==> src/rtl/pipeline_pkg.sv <==
// Shared state encoding and constants for the instruction-memory stream loader.
package pipeline_pkg;

    localparam int BYTES_PER_WORD = 4;
    localparam int DEFAULT_DEPTH  = 4096;

    typedef enum logic [2:0] {
        ST_IDLE,
        ST_LOAD,
        ST_WRITE,
        ST_FILL,
        ST_DONE
    } loader_state_t;

endpackage

==> src/rtl/imem_byte_serializer.sv <==
// Splits a 32-bit word into four byte beats, least-significant byte first,
// starting the cycle after the load pulse.
module imem_byte_serializer
    import pipeline_pkg::*;
(
    input  logic        clk,
    input  logic        rst_n,
    input  logic        load,
    input  logic [31:0] word,
    output logic [7:0]  byte_data,
    output logic        byte_strobe,
    output logic        last_byte
);

    localparam logic [1:0] LAST_IDX = 2'(BYTES_PER_WORD - 1);

    logic [7:0] lane     [BYTES_PER_WORD];
    logic [7:0] lane_reg [BYTES_PER_WORD];
    logic [7:0] byte_reg;
    logic [1:0] idx_reg;
    logic [1:0] idx_next;
    logic       strobe_reg;

    genvar gi;
    generate
        for (gi = 0; gi < BYTES_PER_WORD; gi++) begin : g_lane
            assign lane[gi] = word[8*gi +: 8];
        end
    endgenerate

    assign idx_next = idx_reg + 2'd1;

    always_ff @(posedge clk) begin
        if (!rst_n) begin
            lane_reg   <= '{default: 8'h00};
            byte_reg   <= 8'h00;
            idx_reg    <= 2'd0;
            strobe_reg <= 1'b0;
        end else if (load) begin
            lane_reg   <= lane;
            byte_reg   <= lane[0];
            idx_reg    <= 2'd0;
            strobe_reg <= 1'b1;
        end else if (strobe_reg) begin
            if (idx_reg == LAST_IDX) begin
                // Park the data bus at zero so fill cycles drive 0x00.
                strobe_reg <= 1'b0;
                byte_reg   <= 8'h00;
                idx_reg    <= 2'd0;
            end else begin
                byte_reg <= lane_reg[idx_next];
                idx_reg  <= idx_next;
            end
        end
    end

    assign byte_data   = byte_reg;
    assign byte_strobe = strobe_reg;
    assign last_byte   = strobe_reg && (idx_reg == LAST_IDX);

endmodule

==> src/rtl/imem_stream_loader.sv <==
// Loads a word stream into byte-addressed memory (LSB at lowest address),
// optionally zero-fills the remainder, and holds the CPU until the image is in.
module imem_stream_loader
    import pipeline_pkg::*;
#(
    parameter int DEPTH     = DEFAULT_DEPTH,
    parameter int ADDR_W    = $clog2(DEPTH),
    parameter int ZERO_FILL = 1
) (
    input  logic              clk,
    input  logic              rst_n,
    input  logic              start,
    input  logic [31:0]       in_data,
    input  logic              in_valid,
    input  logic              in_last,
    output logic              in_ready,
    output logic [ADDR_W-1:0] mem_addr,
    output logic [7:0]        mem_wdata,
    output logic              mem_we,
    output logic              busy,
    output logic              done,
    output logic              overflow,
    output logic              cpu_hold,
    output logic [ADDR_W:0]   byte_count
);

    localparam logic [ADDR_W:0] DEPTH_P = (ADDR_W + 1)'(DEPTH);
    localparam logic [ADDR_W:0] PTR_ONE = (ADDR_W + 1)'(1);

    loader_state_t    state_reg;
    logic [ADDR_W:0]  ptr_reg;
    logic [ADDR_W:0]  count_reg;
    logic [ADDR_W-1:0] mem_addr_reg;
    logic             mem_we_reg;
    logic             last_reg;
    logic             ready_reg;
    logic             busy_reg;
    logic             done_reg;
    logic             ovf_reg;
    logic             hold_reg;

    logic             ser_load;
    logic [7:0]       ser_byte;
    logic             ser_strobe;
    logic             ser_last;
    logic             room;
    logic             byte_due;

    // ready_reg is high exactly while in LOAD, so the state test is the handshake.
    assign ser_load = (state_reg == ST_LOAD) && in_valid;
    assign room     = ptr_reg < DEPTH_P;
    assign byte_due = ser_load ||
                      ((state_reg == ST_WRITE) && ser_strobe && !ser_last);

    imem_byte_serializer u_ser (
        .clk         (clk),
        .rst_n       (rst_n),
        .load        (ser_load),
        .word        (in_data),
        .byte_data   (ser_byte),
        .byte_strobe (ser_strobe),
        .last_byte   (ser_last)
    );

    always_ff @(posedge clk) begin
        if (!rst_n) begin
            state_reg    <= ST_IDLE;
            ptr_reg      <= '0;
            count_reg    <= '0;
            mem_addr_reg <= '0;
            mem_we_reg   <= 1'b0;
            last_reg     <= 1'b0;
            ready_reg    <= 1'b0;
            busy_reg     <= 1'b0;
            done_reg     <= 1'b0;
            ovf_reg      <= 1'b0;
            hold_reg     <= 1'b1;
        end else begin
            mem_we_reg <= 1'b0;
            case (state_reg)
                ST_IDLE, ST_DONE: begin
                    if (start) begin
                        state_reg <= ST_LOAD;
                        ready_reg <= 1'b1;
                        busy_reg  <= 1'b1;
                        done_reg  <= 1'b0;
                        ovf_reg   <= 1'b0;
                        hold_reg  <= 1'b1;
                        ptr_reg   <= '0;
                        count_reg <= '0;
                    end
                end
                ST_LOAD: begin
                    if (in_valid) begin
                        last_reg  <= in_last;
                        ready_reg <= 1'b0;
                        state_reg <= ST_WRITE;
                    end
                end
                ST_WRITE: begin
                    if (ser_last) begin
                        if (!last_reg) begin
                            state_reg <= ST_LOAD;
                            ready_reg <= 1'b1;
                        end else if ((ZERO_FILL != 0) && room) begin
                            state_reg    <= ST_FILL;
                            mem_we_reg   <= 1'b1;
                            mem_addr_reg <= ptr_reg[ADDR_W-1:0];
                            ptr_reg      <= ptr_reg + PTR_ONE;
                        end else begin
                            state_reg <= ST_DONE;
                            done_reg  <= 1'b1;
                            busy_reg  <= 1'b0;
                            hold_reg  <= 1'b0;
                        end
                    end
                end
                ST_FILL: begin
                    // room drops once the DEPTH-1 write is on the bus.
                    if (room) begin
                        mem_we_reg   <= 1'b1;
                        mem_addr_reg <= ptr_reg[ADDR_W-1:0];
                        ptr_reg      <= ptr_reg + PTR_ONE;
                    end else begin
                        state_reg <= ST_DONE;
                        done_reg  <= 1'b1;
                        busy_reg  <= 1'b0;
                        hold_reg  <= 1'b0;
                    end
                end
                default: state_reg <= ST_IDLE;
            endcase

            // Launch the next stream byte; past the end of memory it is dropped.
            if (byte_due) begin
                if (room) begin
                    mem_we_reg   <= 1'b1;
                    mem_addr_reg <= ptr_reg[ADDR_W-1:0];
                    ptr_reg      <= ptr_reg + PTR_ONE;
                    count_reg    <= count_reg + PTR_ONE;
                end else begin
                    ovf_reg <= 1'b1;
                end
            end
        end
    end

    assign in_ready   = ready_reg;
    assign mem_addr   = mem_addr_reg;
    assign mem_wdata  = ser_byte;
    assign mem_we     = mem_we_reg;
    assign busy       = busy_reg;
    assign done       = done_reg;
    assign overflow   = ovf_reg;
    assign cpu_hold   = hold_reg;
    assign byte_count = count_reg;

endmodule

==> config.mk <==
export PLATFORM = sky130hd
export DESIGN_NAME = imem_stream_loader
export DESIGN_NICKNAME = d
export VERILOG_FILES = /design/src/rtl/pipeline_pkg.sv /design/src/rtl/imem_byte_serializer.sv /design/src/rtl/imem_stream_loader.sv
export SDC_FILE = /design/constraint.sdc
export NUM_CORES = 1
export LEC_CHECK = 0
export ABC_AREA = 0
export CAP_MARGIN = 40
export CORE_UTILIZATION = 56
export CTS_CLUSTER_DIAMETER = 80
export DETAILED_ROUTE_END_ITERATION = 10
export PLACE_DENSITY = 0.95
export SLEW_MARGIN = 20
export SYNTH_ARGS = -nofsm -noshare
export SYNTH_HDL_FRONTEND = slang
export SYNTH_SLANG_ARGS = --single-unit
==> constraint.sdc <==
create_clock -name clk -period 5.07 [get_ports clk]
set_clock_uncertainty 0.2 [all_clocks]
set_input_delay 1.014 -clock clk [delete_from_list [all_inputs] [get_ports clk]]
set_output_delay 1.014 -clock clk [all_outputs]
set_load 0.01 [all_outputs]
# Word-level counts from Yosys, hierarchy flattened
# Cells that the tools add are included.
[totals]
ff_bits = 91
latchBits = 0
mem_bits_rw = 0
mem_bits_ro = 0
out_inout_bits = 39
word_cells = 114
n_memories = 0
[classes]
addsub = 3
n_mul = 0
div = 0
n_lt_le_gt_ge = 2
eq_ne = 11
shifts = 0
n_mux = 62
bitwise = 2
n_reduce_logical = 16
[ops]
columns = ["op", "n"]
rows = [
  ["$mux 13", 10],
  ["$mux 12", 5],
  ["$mux 8", 5],
  ["$pmux 13 s3", 1],
  ["$add 13x1->13 const B", 2],
  ["$mux 1", 26],
  ["$pmux 12 s2", 1],
  ["$mux 3", 6],
  ["$bmux 8 s2", 1],
  ["$lt 13x13->1 const B", 1],
  ["$ne 2x2->1 const B", 6],
  ["$pmux 1 s3", 4],
  ["$pmux 3 s4", 1],
  ["$reduce_and 4->1", 2],
  ["$eq 3x2->1 const B", 2],
  ["$reduce_bool 3->1", 2],
  ["$reduce_and 5->1", 1],
  ["$logic_and 1x1->1", 4],
  ["$reduce_or 2->1", 2],
  ["$eq 3x1->1 const B", 1],
  ["$eq 3x3->1 const B", 1],
  ["$ge 3x3->1 const B", 1],
  ["$logic_not 3->1", 1],
  ["$not 2->3", 1],
  ["other kinds (9)", 9],
]

# Logic depth before layout (Yosys ltp)
[depth]
word_depth = 8
depth_mapped = 7
mapped_depth_nobuf = 5

# Hierarchy
# Synthesis repeated with hierarchy kept, for this count alone.
[unflattened]
hier_cells = 439
hier_area_um2 = 4222.8
[modules_own_cells]
columns = ["module", "instances", "cells_each", "area_per_inst_um2"]
rows = [
  ["imem_stream_loader", 1, 285, 2386.0],
  ["imem_byte_serializer", 1, 154, 1836.8],
]

# Worst setup path after synthesis
# No wires, ideal clock.
[synth_timing]
path_kind = "input-to-reg"
start = "input port in_valid"
end = "register ptr_reg[11]"
setup_ps = 140
t_arrival_ps = 1910
required_time_ps = 4730
slack_ps = 2820
stages = 5
path_buffers = 1
path_cell_list = "nand3b_4 a21o_1 buf_4 o311ai_0 o211ai_1"
[synth_between]
elab_chain_cells = 3
[synth_rtl]
columns = ["element", "line_no", "text"]
rows = [
  ["start, declared", "imem_stream_loader.sv:14", "input logic in_valid,"],
  ["$logic_and 1x1->1", "imem_stream_loader.sv:50", "assign ser_load = (state_reg == ST_LOAD) && in_valid;"],
  ["$logic_or 1x1->1", "imem_stream_loader.sv:52", "assign byte_due = ser_load ||"],
  ["$mux 13", "imem_stream_loader.sv:135", "if (byte_due) begin"],
  ["end signal, assigned", "imem_stream_loader.sv:109", "ptr_reg <= ptr_reg + PTR_ONE;"],
  ["end signal, assigned", "imem_stream_loader.sv:123", "ptr_reg <= ptr_reg + PTR_ONE;"],
  ["end signal, assigned", "imem_stream_loader.sv:139", "ptr_reg <= ptr_reg + PTR_ONE;"],
  ["end, declared", "imem_stream_loader.sv:31", "logic [ADDR_W:0] ptr_reg;"],
]
# No other way between the ends.
# A chain may end at the register's enable or synchronous reset.

# Worst setup path in the final report
[layout_timing]
start = "input port in_valid"
end = "register ptr_reg[4]"
# The elaborated chain is that of the path after synthesis.

==> flow_summary.html <==
<table>
<tr><th>Metric</th><th>Value</th></tr>
<tr><th colspan="2">Run status</th></tr>
<tr><td>Run status</td><td>complete, no violations</td></tr>
<tr><th colspan="2">CTS</th></tr>
<tr><td>CTS root buf</td><td>sky130_fd_sc_hd__clkbuf_8</td></tr>
<tr><td>Post-cts hold buffer count</td><td>0</td></tr>
<tr><td>Clock latency on the worst-skew pair</td><td>0.37 ns</td></tr>
<tr><td>Total setup buffers inserted after CTS</td><td>0</td></tr>
<tr><td>Total CTS buffers</td><td>9</td></tr>
<tr><td>Clock transition at path regs</td><td>0.09 ns</td></tr>
<tr><td>CTS Buffer Depth</td><td>2</td></tr>
<tr><td>Number of H-tree levels</td><td>3</td></tr>
<tr><td>CTS tree</td><td>built</td></tr>
<tr><td>Post-CTS resize count</td><td>0</td></tr>
<tr><td>TritonCTS sink count</td><td>91</td></tr>
<tr><th colspan="2">Finish</th></tr>
<tr><td>Area growth from synthesis to layout</td><td>23.3%</td></tr>
<tr><td>Non-filler instance count after layout</td><td>655</td></tr>
<tr><td>Layout Utilization</td><td>0.714</td></tr>
<tr><td>Diodes inserted</td><td>0</td></tr>
<tr><td>Number of filler instances in the final layout</td><td>562</td></tr>
<tr><td>Net count of the finished layout</td><td>591</td></tr>
<tr><td>Share of cells above drive strength 1</td><td>0.0809</td></tr>
<tr><td>Number of flip-flops under the largest register name</td><td>32</td></tr>
<tr><th colspan="2">Drt</th></tr>
<tr><td>First drt pass iteration count</td><td>5</td></tr>
<tr><td>Vias</td><td>4,079</td></tr>
<tr><td>Average vias per placed instance</td><td>6.23</td></tr>
<tr><td>Antenna Violating Nets Remaining</td><td>0</td></tr>
<tr><td>Iter 0 DRT Violations</td><td>402</td></tr>
<tr><td>Drc violations</td><td>0</td></tr>
<tr><td>Wire length after detailed routing</td><td>10,700 um</td></tr>
<tr><td>Wirelength per Cell</td><td>16.4 um</td></tr>
<tr><th colspan="2">Synthesis</th></tr>
<tr><td>Post-Synthesis Cells</td><td>495</td></tr>
<tr><td>Post-synth design cell area</td><td>4180 sq um</td></tr>
<tr><td>Number of synthesized flops with an enable pin</td><td>0</td></tr>
<tr><td>Post-synthesis share of cell area spent on and, or, nand and nor gates</td><td>0.213</td></tr>
<tr><td>Proportion of synthesized chip area in sequential cells</td><td>0.436</td></tr>
<tr><td>Compound-Gate Fraction of Synth Area</td><td>0.238</td></tr>
<tr><td>Average cell area after synthesis</td><td>8.44 sq um</td></tr>
<tr><td>Dominant register cell in the synthesized netlist</td><td>sky130_fd_sc_hd__dfxtp_1</td></tr>
<tr><td>Total nets after synthesis</td><td>535</td></tr>
<tr><td>Post-synthesis xor/xnor area fraction</td><td>0.00419</td></tr>
<tr><td>Flip-flop and latch count after synthesis</td><td>91</td></tr>
<tr><td>Fraction of registers with async set/reset</td><td>0</td></tr>
<tr><td>Post-synthesis mux area share</td><td>0.0527</td></tr>
<tr><td>Main combinational cell family by area after synthesis</td><td>compound AO/OA/AOI/OAI gates</td></tr>
<tr><td>Warnings from Yosys</td><td>0</td></tr>
<tr><td>Post-synthesis cell type count</td><td>56</td></tr>
<tr><td>Adder and majority gate portion of the synthesized area</td><td>0.00898</td></tr>
<tr><th colspan="2">Critical path</th></tr>
<tr><td>Ordered list of cells on the worst path</td><td>clkdlybuf4s50_1, nand3b_4, a21oi_1, buf_4, o21ai_0, a311oi_1</td></tr>
<tr><td>Crit path DAT</td><td>3.17 ns</td></tr>
<tr><td>Startpoint type of the worst setup path</td><td>primary input</td></tr>
<tr><td>Type of the setup path with the least slack</td><td>primary input to flop</td></tr>
<tr><td>Source of the critical timing path</td><td>in_valid</td></tr>
<tr><td>Worst Path Max Fanout</td><td>19</td></tr>
<tr><td>Start of the worst register-to-register path</td><td>u_ser.idx_reg[0]</td></tr>
<tr><td>Crit-path leading delay family</td><td>compound AO/OA/AOI/OAI gates</td></tr>
<tr><td>Capturing element type of the critical path</td><td>flop</td></tr>
<tr><td>Critical path required time</td><td>5.14 ns</td></tr>
<tr><td>Delay of the slowest cell on the worst path</td><td>0.69 ns</td></tr>
<tr><td>Standard cell with the maximum stage delay on the critical path</td><td>sky130_fd_sc_hd__a21oi_1</td></tr>
<tr><td>Number of buffers and inverters on the critical path</td><td>2</td></tr>
<tr><th colspan="2">GRT</th></tr>
<tr><td>Vias in the first global route</td><td>3,737</td></tr>
<tr><td>Pin count of the biggest net entering global routing</td><td>53</td></tr>
<tr><td>Overall track demand over capacity in global routing</td><td>0.295</td></tr>
<tr><td>GRT Residual Overflow</td><td>0</td></tr>
<tr><td>Antenna violations before repair</td><td>0</td></tr>
<tr><td>First-pass GRT wire length</td><td>17,700 um</td></tr>
<tr><th colspan="2">STA</th></tr>
<tr><td>Setup slack after layout</td><td>1.97 ns</td></tr>
<tr><td>Min Clock Period, post-route</td><td>3.10 ns</td></tr>
<tr><td>RSZ-0062 raised after global routing</td><td>no</td></tr>
<tr><td>Setup-violating endpoint count in the final report</td><td>0</td></tr>
<tr><td>Slew at the pin closest to its max-slew limit</td><td>0.820 ns</td></tr>
<tr><td>Tcrit/Tclk final</td><td>0.611</td></tr>
<tr><td>Setup total negative slack</td><td>0 ns</td></tr>
<tr><td>Rel. slew slack</td><td>0.453</td></tr>
<tr><td>Max Slew Vio Count</td><td>0</td></tr>
<tr><td>Maximum clock frequency</td><td>0.323 GHz</td></tr>
<tr><td>Fin. Hold Viols</td><td>0</td></tr>
<tr><th colspan="2">Floorplanning</th></tr>
<tr><td>Effective utilization at floorplan</td><td>0.579</td></tr>
<tr><td>Std-Cell Core Area</td><td>7210 sq um</td></tr>
<tr><td>Vertical die dimension</td><td>88.4 um</td></tr>
<tr><td>Die width</td><td>88.4 um</td></tr>
<tr><td>Number of ports placed on the die boundary</td><td>76</td></tr>
<tr><td>Cell row count</td><td>31</td></tr>
<tr><td>Die Outline Area</td><td>7810 sq um</td></tr>
<tr><th colspan="2">Power and ir drop</th></tr>
<tr><td>Max VDD drop</td><td>0.221 mV</td></tr>
<tr><td>Post-layout total power</td><td>0.00152 W</td></tr>
<tr><td>Power per cell area</td><td>296 nW/um^2</td></tr>
<tr><td>Standby leakage power</td><td>1.70 nW</td></tr>
<tr><th colspan="2">Place</th></tr>
<tr><td>Place WS</td><td>1.62 ns</td></tr>
<tr><td>DP HPWL</td><td>7060 um</td></tr>
<tr><td>Count of input and output buffers</td><td>75</td></tr>
<tr><td>Instance count after placement with tap cells included</td><td>638</td></tr>
<tr><td>Final Wtd Congestion</td><td>0.871</td></tr>
<tr><th colspan="2">Min path</th></tr>
<tr><td>Type of the tightest min-delay check</td><td>flop to flop</td></tr>
<tr><td>Hold Startpoint</td><td>in_ready</td></tr>
<tr><th colspan="2">Flow run</th></tr>
<tr><td>Max-cap violations</td><td>0</td></tr>
</table>
==> placed cells by master (no fill, tap or decap), drive strengths merged, types with 4 or more instances in the layout <==
cell type      synthesis  final
dfxtp                 91     91
nand2                 87     87
clkdlybuf4s50          0     75
a21oi                 66     66
nand3                 29     29
o21ai                 28     28
nor2                  26     26
clkbuf                17     11
a221oi                 9      9
inv                    8      9
nand2b                 8      8
mux4                   8      8
a31oi                  7      7
nor3                   7      7
and3                   6      6
a311oi                 6      6
buf                   19      6
a21o                   5      5
clkinv                 2      5
o2111ai                4      4
mux2i                  4      4
or4                    4      4
==> final timing paths <==
kind / cells after the start / end / slack [ns]
setup / recovery: 6 / ptr_reg[4] / 1.97
hold / removal: 2 / in_ready / 0.25
setup reg to reg: 6 / ptr_reg[4] / 2.12
hold reg to reg: 2 / in_ready / 0.25
==> cell type report <==
class | instances | area, sq um | area share
Tap cell | 99 | 124 | 0.0240
Timing Repair Buffer | 81 | 816 | 0.158
Multi-Input combinational cell | 358 | 2170 | 0.421
Sequential cell | 91 | 1820 | 0.353
Clock buffer | 11 | 151 | 0.0294
Clock inverter | 5 | 35.0 | 0.00680
Inverter | 10 | 37.5 | 0.00728
==> worst reg2reg max path, stage by stage, from the launching register on <==
cell and delay (ns):
sky130_fd_sc_hd__dfxtp_1 0.53, sky130_fd_sc_hd__ha_1 0.39, sky130_fd_sc_hd__nand4bb_4 0.28, sky130_fd_sc_hd__a21oi_1 0.68, sky130_fd_sc_hd__buf_4 0.35, sky130_fd_sc_hd__o21ai_0 0.11
sky130_fd_sc_hd__a311oi_1 0.33
==> logic make-up after synthesis <==
| group | Yosys count |
|---|---|
| and+or+nand+nor | 185 |
| buffers and inverters | 46 |
| adders and majority gates | 3 |
| muxes | 12 |
| xor gates and xnor gates | 2 |
| AOI/OAI and AO/OA | 156 |
| DFF | 91 |
==> power breakdown <==
group	total [W]	leakage (nW)	internal [W]	switching [W]
logic	0.000266	0.867	0.000118	0.000147
clock network	0.000470	0.0957	0.000206	0.000264
registers	0.000788	0.738	0.000749	0.0000392
total	0.00152	1.70	0.00107	0.000451
==> Yosys cell counts (3+ instances only) <==
master / count / area (sq um)
sky130_fd_sc_hd__o311ai_0: 3 / 26.3
sky130_fd_sc_hd__o31ai_1: 3 / 22.5
sky130_fd_sc_hd__and3_1: 6 / 37.5
sky130_fd_sc_hd__clkbuf_1: 17 / 63.8
sky130_fd_sc_hd__nor3_1: 5 / 25.0
sky130_fd_sc_hd__a31oi_1: 7 / 43.8
sky130_fd_sc_hd__nand2b_1: 8 / 50.1
sky130_fd_sc_hd__inv_1: 7 / 26.3
sky130_fd_sc_hd__mux4_2: 8 / 180
sky130_fd_sc_hd__a221oi_1: 9 / 78.8
sky130_fd_sc_hd__nor2_1: 26 / 97.6
sky130_fd_sc_hd__a21o_1: 5 / 37.5
sky130_fd_sc_hd__nand2_1: 87 / 327
sky130_fd_sc_hd__or2_2: 3 / 18.8
sky130_fd_sc_hd__ha_1: 3 / 37.5
sky130_fd_sc_hd__o21ai_0: 28 / 140
sky130_fd_sc_hd__or4_1: 4 / 30.0
sky130_fd_sc_hd__nand3_1: 29 / 145
sky130_fd_sc_hd__o211ai_1: 3 / 22.5
sky130_fd_sc_hd__dfxtp_1: 91 / 1820
sky130_fd_sc_hd__a21oi_1: 66 / 330
sky130_fd_sc_hd__a311oi_1: 6 / 52.6
sky130_fd_sc_hd__o2111ai_1: 4 / 35.0
sky130_fd_sc_hd__buf_2: 17 / 85.1
sky130_fd_sc_hd__nand4_1: 3 / 18.8
sky130_fd_sc_hd__mux2i_1: 4 / 40.0
==> metrics by stage <==
stage,hold slack (ns),instance area (sq um)
after global routing,0.278,5150
after floorplan,0.233,4180
after global placement,0.237,4930
after CTS,0.257,5130
after detailed placement,0.242,4950
final,0.255,5150
==> per-layer routing <==
| metal | part of all wire | up-vias | track usage |
|---|---|---|---|
| li1 | - | 1918 | - |
| met4 | 0.033 | 0 | 0.154 |
| met3 | 0.077 | 35 | 0.0560 |
| met1 | 0.41 | 1897 | 0.379 |
| met5 | 0 | - | 0 |
| met2 | 0.48 | 229 | 0.474 |
Note: power is estimated with default switching activity, not from simulation.
